===== src/rtl/pipe_hazard_ctrl.sv =====
// pipe_hazard_ctrl: central stall/flush scheduler for the 5-stage pipeline.
//
// Produces the hold, flush and bubble controls for the PC and the four pipeline
// registers each cycle. It resolves load-use hazards and taken-branch flushes,
// and it sequences the variable-latency data memory through a req/ack handshake
// guarded by a timeout watchdog. It also keeps a saturating count of stall cycles.
//
// Ports:
//   clk_i, rst_i          clock and synchronous active-high reset
//   IFID_RS1addr_i/RS2    source registers of the instruction in ID
//   IDEX_MemRead_i/RDaddr load flag and destination of the instruction in EX
//   Branch_taken_i        branch resolved taken in ID
//   EXMEM_MemRead_i/Write memory operation of the instruction in MEM
//   dmem_ack_i            data memory completes the current access
//   PC_stall_o .. MEMWB_bubble_o  pipeline register controls (combinational)
//   dmem_req_o            data memory request (combinational)
//   timeout_o             sticky watchdog error (registered)
//   stall_cnt_o           saturating count of cycles with PC_stall_o=1
module pipe_hazard_ctrl #(
  parameter int unsigned TIMEOUT = 64,
  parameter int unsigned CNT_W   = 32
) (
  input  logic             clk_i,
  input  logic             rst_i,
  input  logic [4:0]       IFID_RS1addr_i,
  input  logic [4:0]       IFID_RS2addr_i,
  input  logic             IDEX_MemRead_i,
  input  logic [4:0]       IDEX_RDaddr_i,
  input  logic             Branch_taken_i,
  input  logic             EXMEM_MemRead_i,
  input  logic             EXMEM_MemWrite_i,
  input  logic             dmem_ack_i,
  output logic             PC_stall_o,
  output logic             IFID_stall_o,
  output logic             IFID_flush_o,
  output logic             IDEX_bubble_o,
  output logic             IDEX_stall_o,
  output logic             EXMEM_stall_o,
  output logic             MEMWB_bubble_o,
  output logic             dmem_req_o,
  output logic             timeout_o,
  output logic [CNT_W-1:0] stall_cnt_o
);

  localparam int unsigned WcntW = $clog2(TIMEOUT + 1);

  typedef enum logic [1:0] {StIdle, StWait, StError} state_e;

  state_e             state_q, state_d;
  logic [WcntW-1:0]   wcnt_q, wcnt_d;
  logic               timeout_q, timeout_d;
  logic [CNT_W-1:0]   stall_cnt_q, stall_cnt_d;

  logic memop;
  logic memstall;
  logic lu;

  assign memop = EXMEM_MemRead_i | EXMEM_MemWrite_i;

  // x0 is hard-wired zero, so a load targeting it never creates a hazard.
  assign lu = IDEX_MemRead_i & (IDEX_RDaddr_i != 5'd0) &
              ((IDEX_RDaddr_i == IFID_RS1addr_i) | (IDEX_RDaddr_i == IFID_RS2addr_i));

  // Memory handshake FSM and watchdog.
  always_comb begin
    state_d    = state_q;
    wcnt_d     = wcnt_q;
    timeout_d  = timeout_q;
    memstall   = 1'b0;
    dmem_req_o = 1'b0;

    unique case (state_q)
      StIdle: begin
        if (memop) begin
          dmem_req_o = 1'b1;
          if (!dmem_ack_i) begin
            memstall = 1'b1;
            state_d  = StWait;
            wcnt_d   = WcntW'(1);
          end
        end
      end
      StWait: begin
        dmem_req_o = 1'b1;
        if (dmem_ack_i) begin
          // Ack cycle lets the pipeline advance; the next memop is a new instruction.
          state_d = StIdle;
          wcnt_d  = '0;
        end else if (wcnt_q == WcntW'(TIMEOUT)) begin
          memstall  = 1'b1;
          state_d   = StError;
          timeout_d = 1'b1;
        end else begin
          memstall = 1'b1;
          wcnt_d   = wcnt_q + WcntW'(1);
        end
      end
      StError: begin
        // Terminal until reset; a late ack is ignored because no request is open.
        memstall = 1'b1;
      end
      default: begin
        state_d = StIdle;
      end
    endcase

    if (rst_i) begin
      memstall   = 1'b0;
      dmem_req_o = 1'b0;
    end
  end

  // Pipeline register controls. Memory stall freezes everything and overrides
  // load-use and branch handling, which are re-evaluated once the stall lifts.
  always_comb begin
    PC_stall_o     = 1'b0;
    IFID_stall_o   = 1'b0;
    IFID_flush_o   = 1'b0;
    IDEX_bubble_o  = 1'b0;
    IDEX_stall_o   = 1'b0;
    EXMEM_stall_o  = 1'b0;
    MEMWB_bubble_o = 1'b0;

    if (rst_i) begin
      // All controls held low while in reset.
    end else if (memstall) begin
      PC_stall_o     = 1'b1;
      IFID_stall_o   = 1'b1;
      IDEX_stall_o   = 1'b1;
      EXMEM_stall_o  = 1'b1;
      MEMWB_bubble_o = 1'b1;
    end else begin
      PC_stall_o    = lu;
      IFID_stall_o  = lu;
      IDEX_bubble_o = lu;
      // Stall wins over a coincident branch; the branch is seen again next cycle.
      IFID_flush_o  = Branch_taken_i & ~lu;
    end
  end

  always_comb begin
    stall_cnt_d = stall_cnt_q;
    if (PC_stall_o && (stall_cnt_q != {CNT_W{1'b1}})) begin
      stall_cnt_d = stall_cnt_q + CNT_W'(1);
    end
  end

  always_ff @(posedge clk_i) begin
    if (rst_i) begin
      state_q     <= StIdle;
      wcnt_q      <= '0;
      timeout_q   <= 1'b0;
      stall_cnt_q <= '0;
    end else begin
      state_q     <= state_d;
      wcnt_q      <= wcnt_d;
      timeout_q   <= timeout_d;
      stall_cnt_q <= stall_cnt_d;
    end
  end

  assign timeout_o   = timeout_q;
  assign stall_cnt_o = stall_cnt_q;

endmodule


===== config.mk =====
export PLATFORM = sky130hd
export DESIGN_NAME = pipe_hazard_ctrl
export DESIGN_NICKNAME = d
export VERILOG_FILES = /design/src/rtl/pipe_hazard_ctrl.sv
export SDC_FILE = /design/constraint.sdc
export NUM_CORES = 1
export LEC_CHECK = 0
export BUFFER_PORTS_ARGS = -buffer_cell sky130_fd_sc_hd__buf_4
export CORE_ASPECT_RATIO = 1.2
export CORE_UTILIZATION = 30
export CTS_CLUSTER_SIZE = 16
export DETAILED_ROUTE_END_ITERATION = 8
export GPL_ROUTABILITY_DRIVEN = 0
export PLACE_DENSITY = 0.53
export SYNTH_ARGS = -nofsm -noshare
export SYNTH_HDL_FRONTEND = slang
export SYNTH_SLANG_ARGS = --single-unit

===== constraint.sdc =====
create_clock -name clk_i -period 4.7 [get_ports clk_i]
set_input_delay 0.235 -clock clk_i [delete_from_list [all_inputs] [get_ports clk_i]]
set_output_delay 0.235 -clock clk_i [all_outputs]
set_load 0.05 [all_outputs]

======== Yosys cells after proc, flatten, opt, wreduce, memory -nomap -nowiden ========
Index checks and enable logic that the tools add are counted.
storage, ports and cells
  register bits ........................... 42
  input bits .............................. 22
  output and inout port bits .............. 41
  logic and storage cells ................. 56
cells by class
  add/sub/neg operators ................... 2
  eq/ne operators ......................... 10
  multiplexer cells ....................... 25
  bitwise operators ....................... 8
  reduce and logical (&&, ||, !) cells .... 7
operators with widths
  operator               count
  $add 32x1->32 const B  1
  $ne 32x32->1 const B   1
  $mux 7                 4
  $pmux 7 s2             1
  $mux 1                 13
  $eq 5x5->1             2
  $mux 2                 4
  $reduce_and 4->1       2
  $add 7x1->7 const B    1
  $eq 7x7->1 const B     1
  $ne 3x3->1 const B     2
  $pmux 2 s3             1
  $reduce_bool 5->1      1
  $ne 2x2->1 const B     2
  $and 1x1->1            3
  $not 1->1              3
  $pmux 1 s3             1
  $reduce_and 3->1       1
  $eq 2x1->1 const B     1
  $eq 2x2->1 const B     1
  $logic_not 2->1        1
  $or 1x1->1             2
  $pmux 1 s2             1
  $reduce_bool 2->1      1
  $logic_and 1x1->1      1

======== Longest topological paths before layout ========
Gate-level depths: netlist of the first run.
  depth in word-level cells ............... 7
  mapped depth ............................ 9
  gate-level depth less buffers ........... 7

======== Worst setup path after synthesis of the first run ========
No wires, ideal clock.
  path type ............................... reg-to-reg
  start point ............................. register stall_cnt_q[0], in the netlist stall_cnt_o[0]
  end point ............................... register stall_cnt_q[7], in the netlist stall_cnt_o[7]
  library setup time ...................... 0.123 ns
  arrival ................................. 2.532 ns
  required time ........................... 4.577 ns
  path slack .............................. 2.044 ns
  stages on the path, launching flop included .. 9
  path buffers ............................ 1
  clock period less this slack ............ 2.656 ns
  cells stage by stage .................... dfxtp_1 > ha_1 > and2_1 > nand4_1 > or4_4 > nor3_4 > buf_4 > nor4b_1 > mux2_1
between the ends
  word-level cells in the longest chain between the ends .. 2
  elaborated cells on any way between the ends .. 3
  those cells by class .................... 1 x add/sub; 1 x eq/ne; 1 x reduce/logical
ends and longest elaborated chain
  item                                                                   line  text
  start: declaration                                                     52    logic [CNT_W-1:0] stall_cnt_q, stall_cnt_d;
  start signal: assignment                                               158   stall_cnt_q <= stall_cnt_d;
  parallel branches: the longest is 2 deep, another holds $add 32x1->32  -
Several ways; the timed one is not identified.
A chain may end at the register's enable or synchronous reset.

======== Worst setup path after layout of the first run ========
  start point ............................. register stall_cnt_q[0], in the netlist stall_cnt_o[0]
  end point ............................... register stall_cnt_q[0], in the netlist stall_cnt_o[0]
Same word-level chain as after synthesis.

==> results.toml, run 1 <==
[run_status]
status = "finished with violations"
violations = "DRC"

[route]
drt_pass1_iterations = 6
vias_per_cell = 5.41
drt_iter0_drc = 162
vias = 2381
drcViolationCount = 4
routed_wl_um = 6180
ant_nets = 0
avgRoutedWirePerCell_um = 14.0

[logic_synthesis]
ys_async_sr_fraction_pct = 0
syn_inst = 295
synth_edf_count = 0
synth_compound_area_share_pct = 19.0
synth_top_family_by_area = "simple AND/OR/NAND/NOR gates"
synthMuxAreaShare_pct = 1.85
synth.yosys.seq_area_share_pct = 34.6
synth.cell_area_um2 = 2430
synthAdderAreaFrac_pct = 1.54
ys_types = 48
yosys.area_share.simple_pct = 32.1
ys.flop_type = "dfxtp_1"
synth_nets = 320
synth-xor-area-share_pct = 5.40
yosys_warnings = 0
ys_seq_elements = 42
postSynthAreaPerCell_um2 = 8.24

[sta]
min_period_ns = 2.73
tightest_slew_ns = 0.692
fmax_ghz = 0.366
relSlewSlack_pct = 53.7
slew_violations = 0
setup_viol = 0
period_share_pct = 58.1
finalHoldViolations = 0
clock_skew_ns = 0.00876
setup_tns_ns = 0
rsz0062_at_grt = "no"

[placement]
place_hpwl_um = 4350
place.port_buffers = 62

[finish]
layout.cells.most_common = "buf_4"
drive_above_1_share_pct = 24.4
nets = 372
insertedDiodeCount = 0
post-route-util_pct = 39.1
area_delta_synth_final_pct = 24.5
final_cell_mix = "buf_4, dfxtp_1, a21oi_1"

[setup_path]
critical_path.cell_chain = "ha_1, and2_1, nand4_1, or4_4, nor3_4, buf_4, or3_1, a21oi_1"
worst_setup_path_start_kind = "register"
cp.required_ns = 4.86
crit_path_end_kind = "register"
crit_slowest_cell = "or4_4"
arrival_ns = 2.89
worstPathMaxFanout = 20
slowest_delay_ns = 0.59
r2r_setup_slack_ns = 1.97
crit_type = "register to register"

[clock_network]
cts_tree = "yes"
cts-buffers-inserted = 5
cts_hold_buffers = 0
insertion_delay_ns = 0.29
cts_root_buf = "clkbuf_8"
cts.sinks = 42
clkSlewWorstSetupHoldPaths_ns = 0.09
cts_htree_levels = 2
postCtsSetupBuffers = 0
post_cts_resized = 0
cts_max_path_buffers = 2

[floorplan]
rows = 35
dieArea_um2 = 8470
ios = 63
die_y_um = 101
initial_core_util_pct = 31.4
coreArea_um2 = 7750
fp.dieW_um = 84.2

[power]
peakVddDrop_mv = 0.0962
leakagePower_nw = 1.08
pwr_density_cell_nw_per_um2 = 231
power.total_mw = 0.700

[grt]
grt_start_max_net_pins = 57
antenna_found_initial = 0
grt_pass1_vias = 2201
overflow = 0
grtUsageTotal_pct = 14.8
grt_pass1_wl_um = 10300

[min_path]
hold_class = "input pin to register"

[job]
drv_cap = 0
-- critical path, delay by kind of cell, from the launching register on --
family                   cells  cell delay, ns
AND/OR/NAND/NOR              5            1.57
flip-flops                   1            0.42
AO/OA/AOI/OAI                1            0.06
adder cells (fa/ha/maj)      1            0.21
buffers and inverters        1            0.33
-- power by group --
| part | switching (mW) | leakage, nW | internal, mW |
|---|---|---|---|
| Clock | 0.136 | 0.0441 | 0.105 |
| Sequential | 0.00367 | 0.339 | 0.359 |
| Combinational | 0.0608 | 0.700 | 0.0356 |
-- cell type report --
type | count | area (um^2)
Fill cell | 811 | 4720
Multi-Input combinational cell | 226 | 1470
Sequential cell | 42 | 841
Timing Repair Buffer | 65 | 488
Tap cell | 92 | 115
Clock buffer | 5 | 68.8
Inverter | 7 | 26.3
Clock inverter | 3 | 21.3
-- metal layers --
| metal | wire (um) | share of wire, % | vias to the layer above | global-route usage (%) |
|---|---|---|---|---|
| li1 | - | - | 1210 | - |
| met1 | 2820 | 46 | 1100 | 18.5 |
| met2 | 2970 | 48 | 63 | 25.6 |
| met3 | 276 | 4.5 | 8 | 2.70 |
| met4 | 112 | 1.8 | 0 | 5.17 |
| met5 | 0 | 0 | - | 0 |
-- path summary, 6_finish.rpt --
check / startpoint / cells past startpoint / to
min reg2reg: timeout_o / 2 / timeout_o
min: dmem_ack_i / 3 / state_q[0]
max: stall_cnt_o[0] / 8 / stall_cnt_o[0]
max reg2reg: stall_cnt_o[0] / 8 / stall_cnt_o[0]
-- metrics by stage --
stage / setup WS, ns / hold WS (ns) / std cells / instance area [um^2]
after floorplan: 2.04 / 0.416 / 295 / 2430
final: 1.97 / 0.260 / 440 / 3030
after global placement: 2.06 / 0.442 / 432 / 2940
after global routing: 1.75 / 0.254 / 440 / 3030
after detailed placement: 1.97 / 0.448 / 432 / 2940
after CTS: 1.97 / 0.249 / 440 / 3030
-- state kept, by name (all words and copies together) (netlist names) --
register     count
timeout_o        1
stall_cnt_o     32
state_q          2
wcnt_q           7
-- kinds of logic after synthesis --
logic type | after synthesis
AO/OA/AOI/OAI | 73
adder cells (fa/ha/maj) | 3
AND/OR/NAND/NOR | 131
buffers and inverters | 27
XOR/XNOR | 15
multiplexers | 4
flip-flops | 42
-- synth_stat cells, drive strengths merged, types with 2 or more instances --
| cell | n | share of area (%) |
|---|---|---|
| ha | 3 | 1.5 |
| nor3 | 5 | 1.5 |
| nand3 | 17 | 3.5 |
| nor4 | 6 | 1.8 |
| a21oi | 34 | 7.0 |
| nand2 | 20 | 3.1 |
| buf | 14 | 3.5 |
| nor4b | 2 | 0.72 |
| o21ba | 2 | 0.82 |
| and4 | 5 | 1.9 |
| dfxtp | 42 | 35 |
| nand4 | 10 | 3.2 |
| or2 | 3 | 0.87 |
| clkbuf | 6 | 0.93 |
| o31a | 2 | 0.72 |
| and3 | 2 | 0.51 |
| mux2 | 4 | 1.9 |
| nor2 | 24 | 3.7 |
| or4 | 22 | 6.9 |
| nor2b | 4 | 1.0 |
| or4b | 2 | 0.82 |
| inv | 7 | 1.1 |
| xor2 | 5 | 1.8 |
| o21ai | 5 | 1.0 |
| and2 | 3 | 0.77 |
| o31ai | 21 | 6.5 |
| xnor2 | 10 | 3.6 |
| or3 | 3 | 0.77 |
| o41ai | 2 | 0.72 |
No activity file was read; power rests on OpenSTA's default activity.
==> run 2, diff against run 1 <==
- PLACE_DENSITY: 0.53 -> 0.55
- clock period: 4.7 -> 2.31 ns (I/O delays scaled with it)
==> run 2 against run 1 <==
Net effect:
- critical path depth decreased by 2
- clock skew increased by 0.0048 ns
- combinational power increased by 130%
- die area unchanged
- sequential share of layout area decreased by 0.82 points
- register-to-register slack got worse by 1.9 ns
- hold slack got worse by 0.14 ns
- final area increased by 9.2%
- the flow still finishes with violations (DRC)
- core utilization increased by 3.6 points
- critical path type unchanged
- wire length increased by 0.15%
- count of clock-buffer cells in the layout increased by 1
- largest power group unchanged
- final cell count increased by 3.6%
==> results.toml, run 2 (synthesis results as in run 1) <==
[run_status]
status = "finished with violations"
violations = "DRC"

[setup_path]
cp.required_ns = 2.54
worst_setup_path_start_kind = "register"
arrival_ns = 2.45
crit_path_end_kind = "register"
worstPathMaxFanout = 7
crit_type = "register to register"

[sta]
setup_viol = 0
relSlewSlack_pct = 63.0
setup_tns_ns = 0
min_period_ns = 2.22
slew_violations = 0
fmax_ghz = 0.451
rsz0062_at_grt = "no"
tightest_slew_ns = 0.554
period_share_pct = 95.9
finalHoldViolations = 0
clock_skew_ns = 0.0135

[route]
avgRoutedWirePerCell_um = 13.6
vias_per_cell = 5.38
drt_pass1_iterations = 6
routed_wl_um = 6190
drcViolationCount = 10
ant_nets = 0
drt_iter0_drc = 69
vias = 2453

[grt]
overflow = 0
grtUsageTotal_pct = 14.3
grt_start_max_net_pins = 45
grt_pass1_vias = 2208
grt_pass1_wl_um = 9870
antenna_found_initial = 0

[finish]
nets = 388
largest_register_ffs = 32
layout.cells.most_common = "buf_4"
area_delta_synth_final_pct = 36.0
final_cell_mix = "buf_4, a21oi_1, nor2_1"
stdcell_area_um2 = 3310
drive_above_1_share_pct = 33.5
insertedDiodeCount = 0

[floorplan]
die_y_um = 101
initial_core_util_pct = 31.4
fp.dieW_um = 84.2
rows = 35
dieArea_um2 = 8470
coreArea_um2 = 7750
ios = 63

[power]
peakVddDrop_mv = 0.195
pwr_density_cell_nw_per_um2 = 486
swShare_pct = 25.4
comb_power_share_pct = 13.5
p_switching_mw = 0.409
internal-power_mw = 1.20
power_frac_seq_pct = 45.1
leakagePower_nw = 1.24
pwr-share-clk_pct = 41.4

[placement]
place_hpwl_um = 4430
dpl_cell_area_um2 = 3110
place.port_buffers = 62

[clock_network]
cts_tree = "yes"
cts-buffers-inserted = 5
cts_max_path_buffers = 2
cts_root_buf = "clkbuf_8"
insertion_delay_ns = 0.30
cts_htree_levels = 2
clkSlewWorstSetupHoldPaths_ns = 0.09
cts.sinks = 42

[job]
drv_cap = 0

[min_path]
hold_class = "input pin to register"
-- run 2: cell count changes in the layout (fill, tap and decap cells not counted), sizes merged --
cell / before / now
buf: 65 / 80
clkbuf: 5 / 7
bufinv: 0 / 1
clkinv: 2 / 1
clkinvlp: 1 / 0
-- run 2: area by class of cell --
| type | count | area, um^2 |
|---|---|---|
| Multi-Input combinational cell | 226 | 1480 |
| Clock buffer | 6 | 93.8 |
| Clock inverter | 2 | 38.8 |
| Timing Repair Buffer | 81 | 663 |
| Sequential cell | 42 | 891 |
| Fill cell | 781 | 4450 |
| Tap cell | 92 | 115 |
| Inverter | 7 | 26.3 |
-- run 2: through the flow --
step	cells	setup WS, ns	total power, mW	util, %	hold slack [ns]
after floorplan	295	0.0101	0.876	-	0.297
after global placement	443	0.0702	0.961	40.1	0.445
after detailed placement	443	0.0435	0.960	40.1	0.449
after CTS	451	0.0264	1.63	41.8	0.117
after global routing	456	0.00169	1.67	42.6	0.112
final	456	0.0948	1.61	42.6	0.118
-- run 2: path summary, 6_finish.rpt --
kind,start,to,slack (ns),cells past startpoint
min,dmem_ack_i,state_q[0],0.12,3
max,stall_cnt_o[19],stall_cnt_o[28],0.09,6
max reg2reg,stall_cnt_o[19],stall_cnt_o[28],0.09,6
min reg2reg,timeout_o,timeout_o,0.46,2
-- run 2: power by group through the flow --
stage,Sequential (mW),Clock [mW],Combinational (mW)
2_1_floorplan,0.753,0,0.123
3_3_place_gp,0.742,0,0.219
3_5_place_dp,0.742,0,0.218
4_1_cts,0.725,0.682,0.220
5_1_grt,0.725,0.707,0.237
6_report,0.725,0.666,0.218
-- run 2: layer usage --
metal / part of all wire [%] / track usage, % / vias up
li1: - / - / 1240
met1: 44 / 16.1 / 1148
met2: 50 / 26.7 / 58
met3: 5.1 / 3.28 / 7
met4: 1.0 / 4.77 / 0
met5: 0 / 0 / -
-- run 2: what timing repair did --
item / 4_1_cts / 5_1_grt
setup endpoints to repair: 0 / 11
buffers inserted: 0 / 4
gates resized for setup: 0 / 1
hold buffers: 0 / 0
-- run 2: worst max-delay path, stage by stage (launching register included) --
cell     delay (ns)
dfxtp_4        0.38
and4_1         0.25
nand3_1        0.12
or4_4          0.58
or2_4          0.27
or4_1          0.39
a21oi_1        0.14
